<file path="src/rtl/fifo_wr_arbiter.sv">
// Round-robin write arbiter: shares one FIFO write port between NUM_REQ producers,
// granting one producer at a time for a burst of up to BURST_MAX words.
module fifo_wr_arbiter #(
    parameter int NUM_REQ   = 4,
    parameter int DATA_W    = 8,
    parameter int BURST_MAX = 4
) (
    input  logic                      clk,
    input  logic                      rst,
    input  logic [NUM_REQ-1:0]        req,
    input  logic [NUM_REQ*DATA_W-1:0] req_data,
    input  logic [NUM_REQ-1:0]        req_last,
    output logic [NUM_REQ-1:0]        ack,
    output logic [NUM_REQ-1:0]        grant,
    output logic                      busy,
    output logic                      fifo_wren,
    output logic [DATA_W-1:0]         fifo_data,
    input  logic                      fifo_full
);

    localparam int CNT_W = $clog2(BURST_MAX + 1);
    localparam int PTR_W = $clog2(NUM_REQ);

    typedef enum logic [0:0] {
        IDLE = 1'b0,
        BUSY = 1'b1
    } state_t;

    state_t             state_r;
    state_t             state_nxt_s;
    logic [NUM_REQ-1:0] grant_r;
    logic [NUM_REQ-1:0] grant_nxt_s;
    logic               busy_r;
    logic [PTR_W-1:0]   owner_r;
    logic [PTR_W-1:0]   owner_nxt_s;
    logic [PTR_W-1:0]   rr_ptr_r;
    logic [PTR_W-1:0]   rr_ptr_nxt_s;
    logic [CNT_W-1:0]   burst_cnt_r;
    logic [CNT_W-1:0]   burst_cnt_nxt_s;
    logic [PTR_W-1:0]   cand_s;
    logic [PTR_W-1:0]   pick_idx_s;
    logic               pick_found_s;
    logic               owner_ack_s;
    logic               release_s;

    // Round-robin pick: scan downwards so the requester closest at/after rr_ptr wins.
    always_comb begin
        pick_found_s = |req;
        pick_idx_s   = '0;
        cand_s       = '0;
        for (int k = NUM_REQ - 1; k >= 0; k--) begin
            cand_s     = PTR_W'((int'(rr_ptr_r) + k) % NUM_REQ);
            pick_idx_s = req[cand_s] ? cand_s : pick_idx_s;
        end
    end

    // Owner handshake and burst termination.
    always_comb begin
        owner_ack_s = ack[owner_r];
        release_s   = (owner_ack_s & (req_last[owner_r] |
                       (burst_cnt_r == CNT_W'(BURST_MAX - 1)))) | ~req[owner_r];
    end

    // State, grant, pointer and burst counter registers.
    always_ff @(posedge clk or negedge rst) begin
        if (!rst) begin
            state_r     <= IDLE;
            grant_r     <= '0;
            busy_r      <= 1'b0;
            owner_r     <= '0;
            rr_ptr_r    <= '0;
            burst_cnt_r <= '0;
        end else begin
            state_r     <= state_nxt_s;
            grant_r     <= grant_nxt_s;
            busy_r      <= (state_nxt_s == BUSY);
            owner_r     <= owner_nxt_s;
            rr_ptr_r    <= rr_ptr_nxt_s;
            burst_cnt_r <= burst_cnt_nxt_s;
        end
    end

    // Next-state logic; a release always returns to IDLE, giving one idle cycle between grants.
    always_comb begin
        state_nxt_s     = state_r;
        grant_nxt_s     = grant_r;
        owner_nxt_s     = owner_r;
        rr_ptr_nxt_s    = rr_ptr_r;
        burst_cnt_nxt_s = burst_cnt_r;
        case (state_r)
            IDLE: begin
                if (pick_found_s) begin
                    state_nxt_s              = BUSY;
                    grant_nxt_s              = '0;
                    grant_nxt_s[pick_idx_s]  = 1'b1;
                    owner_nxt_s              = pick_idx_s;
                    burst_cnt_nxt_s          = '0;
                end else begin
                    grant_nxt_s = '0;
                end
            end
            BUSY: begin
                if (release_s) begin
                    state_nxt_s     = IDLE;
                    grant_nxt_s     = '0;
                    burst_cnt_nxt_s = '0;
                    rr_ptr_nxt_s    = (owner_r == PTR_W'(NUM_REQ - 1)) ? '0
                                                                        : owner_r + PTR_W'(1);
                end else if (owner_ack_s) begin
                    burst_cnt_nxt_s = burst_cnt_r + CNT_W'(1);
                end else begin
                    burst_cnt_nxt_s = burst_cnt_r;
                end
            end
            default: begin
                state_nxt_s     = IDLE;
                grant_nxt_s     = '0;
                burst_cnt_nxt_s = '0;
            end
        endcase
    end

    // Write-port outputs; everything is gated by the registered grant.
    always_comb begin
        ack       = grant_r & req & {NUM_REQ{~fifo_full}};
        fifo_wren = |ack;
        if (|grant_r) begin
            fifo_data = req_data[owner_r*DATA_W +: DATA_W];
        end else begin
            fifo_data = '0;
        end
    end

    assign grant = grant_r;
    assign busy  = busy_r;

endmodule
</file>
<file path="config.mk">
export PLATFORM = sky130hd
export DESIGN_NAME = fifo_wr_arbiter
export DESIGN_NICKNAME = d
export VERILOG_FILES = /design/src/rtl/fifo_wr_arbiter.sv
export SDC_FILE = /design/constraint.sdc
export NUM_CORES = 1
export LEC_CHECK = 0
export ABC_AREA = 1
export CORE_MARGIN = 2
export CORE_UTILIZATION = 37
export DETAILED_ROUTE_END_ITERATION = 10
export PLACE_DENSITY_LB_ADDON = 0.1
export SLEW_MARGIN = 20
export SYNTH_ARGS = -nofsm -noshare
export SYNTH_HDL_FRONTEND = slang
export SYNTH_SLANG_ARGS = --single-unit
</file>
<file path="constraint.sdc">
create_clock -name clk -period 1.4 [get_ports clk]
set_input_delay 0.28 -clock clk [delete_from_list [all_inputs] [get_ports clk]]
set_output_delay 0.28 -clock clk [all_outputs]
set_load 0.1 [all_outputs]
</file>
* Word-level counts from Yosys, hierarchy flattened *
Cells that the tools add are included.

operators by class
  bitwise operators = 8
  equality and inequality tests = 5
  magnitude comparators = 7
  mux-type cells = 32
  add/sub/neg operators = 5
  shifts and indexed selects = 1
  reduce and logical (&&, ||, !) cells = 7

operators by type and width
  operator                                                            count
  indexed part select 32 x 6 -> 8 bit                                 1
  less-than comparator 2 x 3 -> 1 bit (second input constant)         6
  binary-select mux 1 bit (select 2 bit)                              7
  OR reduction 4 bit                                                  3
  2-to-1 mux 1 bit                                                    10
  2-to-1 mux 2 bit                                                    5
  2-to-1 mux 3 bit                                                    3
  AND 4 bit                                                           2
  2-to-1 mux 4 bit                                                    2
  2-to-1 mux 8 bit                                                    1
  one-hot mux 4 bit (2 select lines)                                  1
  one-hot mux 3 bit (2 select lines)                                  1
  AND reduction 2 bit                                                 3
  adder 2 x 1 -> 2 bit (second input constant)                        2
  adder 2 bit (second input constant)                                 2
  adder 3 x 1 -> 3 bit (second input constant)                        1
  equality test 3 x 2 -> 1 bit (second input constant)                1
  != test 3 x 1 -> 1 bit (second input constant)                      1
  NOT 1 bit                                                           3
  demux 1 bit (select 2 bit)                                          1
  equality test 2 bit (second input constant)                         1
  greater-or-equal comparator 2 x 1 -> 1 bit (second input constant)  1
  != test 2 x 1 -> 1 bit (second input constant)                      1
  != test 2 bit (second input constant)                               1
  4 further kinds                                                     5

storage, ports and cells
  flip-flop bits (word level) = 12
  output and inout port bits = 18
  input port bits = 43
  word-level logic and storage cells = 70

* Depth between registers and ports, before layout *
  depth in word-level cells = 13
  gate-level depth with buffers = 11
  depth with buffers taken out = 11

* Worst setup path before layout *
OpenSTA, ideal clock, no wires.

  path type = reg2out
  from = register grant_r[2] (netlist: grant[2])
  to = output port fifo_wren
  required time = 1.120 ns
  stages on the path, launching flop included = 4
  buffers on the path = 0
  arrival time = 2.804 ns
  path slack = -1.684 ns
  cell sequence = dfrtp_1 nand2_1 nor2_2 or4_1

on the way
  longest elaborated chain between the ends = 3

ends and longest elaborated chain
  item                    line  source
  start, declared         31    logic [NUM_REQ-1:0] grant_r;
  start signal, assigned  75    grant_r <= grant_nxt_s;
  AND 4 bit (2 in a row)  125   ack = grant_r & req & {NUM_REQ{~fifo_full}};
  via ack[2]              13    output logic [NUM_REQ-1:0] ack,
  OR reduction 4 bit      126   fifo_wren = |ack;
  end, declared           16    output logic fifo_wren,

The timed path passes the listed nets, and every way through them passes these cells.

* Worst setup path after layout *
  from = register grant_r[0] (netlist: grant[0])
  to = output port fifo_wren

on the way
  longest elaborated chain between the ends = 3

ends and longest elaborated chain
  item                    line
  AND 4 bit (2 in a row)  125
  OR reduction 4 bit      126

Every way passes these cells.

==> key figures <==
Floorplan
  – Starting Density: 0.381
  – Die height: between 60 and 70 um
  – Chip Width: 62.1 um
  – DIE AREA: 3860 um^2
  – Io pins: 61
  – FP Rows: 21
  – Core Footprint: 3280 um^2

STA
  – Final Max Slew Viols: 0
  – Final Hold Viols: 0
  – RSZ-0062 raised after global routing: yes
  – Fin crit share: 1.39
  – FMAX: a little over 500 MHz
  – Post-route setup slack: -546 ps
  – Setup violators final: 27
  – Worst-Margin Slew: between 400 and 500 ps
  – Fin Clk Skew: 20.2 ps
  – Worst slew margin: 0.716
  – Hold WS: approximately 270 ps
  – Final min period: 1950 ps

Logic synthesis
  – Sequential-to-total area share from yosys stat: 0.240
  – Synth warn: 0
  – Top cell type by total area after synthesis: dfrtp_1
  – Most instantiated cells after synthesis: 52 x nand2_1, 32 x nor2_1, 19 x inv_1, 19 x nand3_1, 15 x o21ai_1
  – Avg Cell Area, Syn: 6.07 um^2
  – EDFF count, synth: 0
  – Most frequent cell after synthesis: nand2_1
  – Distinct cells, synth: 27
  – Post-synthesis cell area: ~1200 um^2
  – Register bit total from synthesis: 12
  – Top cells by area, synth: dfrtp_1 24%, nand2_1 16%, nor2_1 9.6%
  – Syn Nets: 252
  – Synth Flop Type: dfrtp_1
  – Synth top area share: 0.240
  – Ys async rst share: 1.00
  – Synthesized instance count: around 210

Clock tree
  – # clock sinks: 12
  – Htree depth: 1
  – CTS Hold Bufs: 0
  – Clock Latency Late Sink: about 290 ps
  – TritonCTS clock tree: built
  – Clk root buf: clkbuf_4
  – CTS clk-pin slew, worst paths: 90 ps
  – Longest Clk Path Bufs: 2
  – Total CTS buffers: 3

Global routing
  – Largest net degree at the start of global routing: 13
  – GRT Overall Usage: 0.246
  – Number of global-route vias before repair: 1670
  – Antenna violations before repair: 0
  – Global-route wire length before repair: 7780 um
  – Global route overflow: 0

Place
  – Post-DP Area: between 2000 and 2500 um^2
  – Cells after DPL: 340
  – IO Port Bufs: 60
  – Final HPWL DP: 3480 um
  – RePlAce Congestion: 0.839

Layout
  – Post-Layout Cell Count: 353
  – Layout cells sized above 1: 0.492
  – Nets@finish: 354
  – ANT cells: 0
  – Core Util, Final: 0.869
  – Post-layout instance area: 2850 um^2
  – P&R area growth vs syn: 128%

Critical path
  – Reg2reg end: grant[3]$_DFFE_PN0P_
  – CP Class: register to output pin
  – CP Launch Type: register
  – R2R cell count: 11
  – R2r startpoint: grant[2]$_DFFE_PN0P_
  – Critical Path RT: 1120 ps
  – Critical path endpoint category: output pin
  – Arrival time at the worst endpoint: 1670 ps
  – Critical Path Fanout Max: 3
  – R2R setup slack: -240 ps

Power and ir drop
  – PwrDens: 2630 nW/um^2
  – Max VDD drop: 1.63 mV
  – Leak: 0.00131 uW

Hold path
  – Hold WC Path Type: input pin to async pin

Status
  – Violated checks: negative setup slack
  – Run status: finished with violations

Detailed routing
  – WL/cell: 17.0 um
  – Iteration-0 DRC Markers: approximately 160
  – DR DRC count: 0
  – Antenna Nets Post-Route: 0
  – Drt first pass iters: 5
  – WL final: 6010 um
  – Vias per inst: 5.36
  – Detailed-route via count: 1893

Job
  – Max cap viols: 0
## critical path: stages, from the launching register on
cell	delay, ps
dfrtp_4	530
nand2_4	80
nor2_4	40
or4_4	530
buf_12	190
## report_power, final
part	total, uW	internal [uW]	leakage [uW]	switching [uW]
Combinational	6490	2530	0.00115	3960
Clock	244	111	0.0000150	133
Sequential	774	515	0.000144	259
Total	7510	3150	0.00131	4350
## cells in the final DEF (no fill, tap or decap), types with 2 or more instances in the layout
cell type and n:
clkinvlp_4 3, nand2_2 19, dfrtp_4 4, nor2_1 32, dfrtp_2 4, o21ai_2 4, nand4_1 4, buf_6 19
dlygate4sd2_1 5, o21ai_0 6, nor2_4 2, buf_12 19, nand3_4 4, a21oi_2 3, clkbuf_4 3, a21oi_4 8
nand3_2 10, nand2_1 29, inv_1 14, dfrtp_1 4, nand2_4 10, inv_4 2, o21ai_1 13, ha_2 2
clkdlybuf4s50_1 37, buf_4 23, inv_2 6, nand3_1 8
## cells by family (layout without fill, tap and decap cells)
family                     after synthesis  count (layout)  share of synthesized area
and+or+nand+nor                        124             124                      0.464
adders and majority gates                3               3                     0.0300
AOI/OAI and AO/OA                       36              36                      0.155
DFF                                     12              12                      0.240
buffers and inverters                   31             132                      0.110
## state kept, by name, summed over array words and instances, names as in the netlist
name / flops
burst_cnt_r: 3
busy: 1
rr_ptr_r: 2
grant: 4
owner_r: 2
## cell type report
type	count	area, um^2
Fill cell	158	432
Sequential cell	12	320
Multi-Input combinational cell	163	1160
Tap cell	46	57.6
Timing Repair inverter	1	7.51
Clock buffer	4	26.3
Timing Repair Buffer	103	1180
Inverter	24	103
## how the worst max path moves through the flow
| stage | endpoint | startpoint | cells after the start | slack [ps] |
|---|---|---|---|---|
| finish | fifo_wren | grant[0]$_DFFE_PN0P_ | 4 | -550 |
| global route | fifo_wren | grant[0]$_DFFE_PN0P_ | 4 | -580 |
| CTS | fifo_wren | grant[2]$_DFFE_PN0P_ | 4 | -500 |
| detailed placement | fifo_wren | fifo_full | 5 | -540 |
| global placement | fifo_wren | fifo_full | 5 | -540 |
| floorplan | fifo_wren | grant[3]$_DFFE_PN0P_ | 3 | -830 |
## repair_timing
action,4_1_cts,5_1_grt
hold endpoints to repair,0,0
endpoints found under the setup margin,26,28
gates resized for setup,39,59
pin swaps,6,26
cloned,0,1
setup buffers,3,11
## metal layers
layer / vias to the layer above / share of wire / track usage / wire, um
met5: - / 0 / 0 / 0
met4: 0 / 0.036 / 0.0611 / 214
met3: 26 / 0.060 / 0.0543 / 360
met2: 89 / 0.51 / 0.406 / 3070
met1: 901 / 0.39 / 0.327 / 2360
li1: 877 / - / - / -
## stage by stage
stage / worst slack, ps / power [uW] / TNS (ps)
finish: -546 / 7510 / -6850
global route: -575 / 7840 / -8530
CTS: -500 / 6500 / -4930
detailed placement: -537 / 5870 / -7850
global placement: -543 / 5820 / -7380
floorplan: -834 / 4040 / -12230
Note: power is estimated with default switching activity, not from simulation.
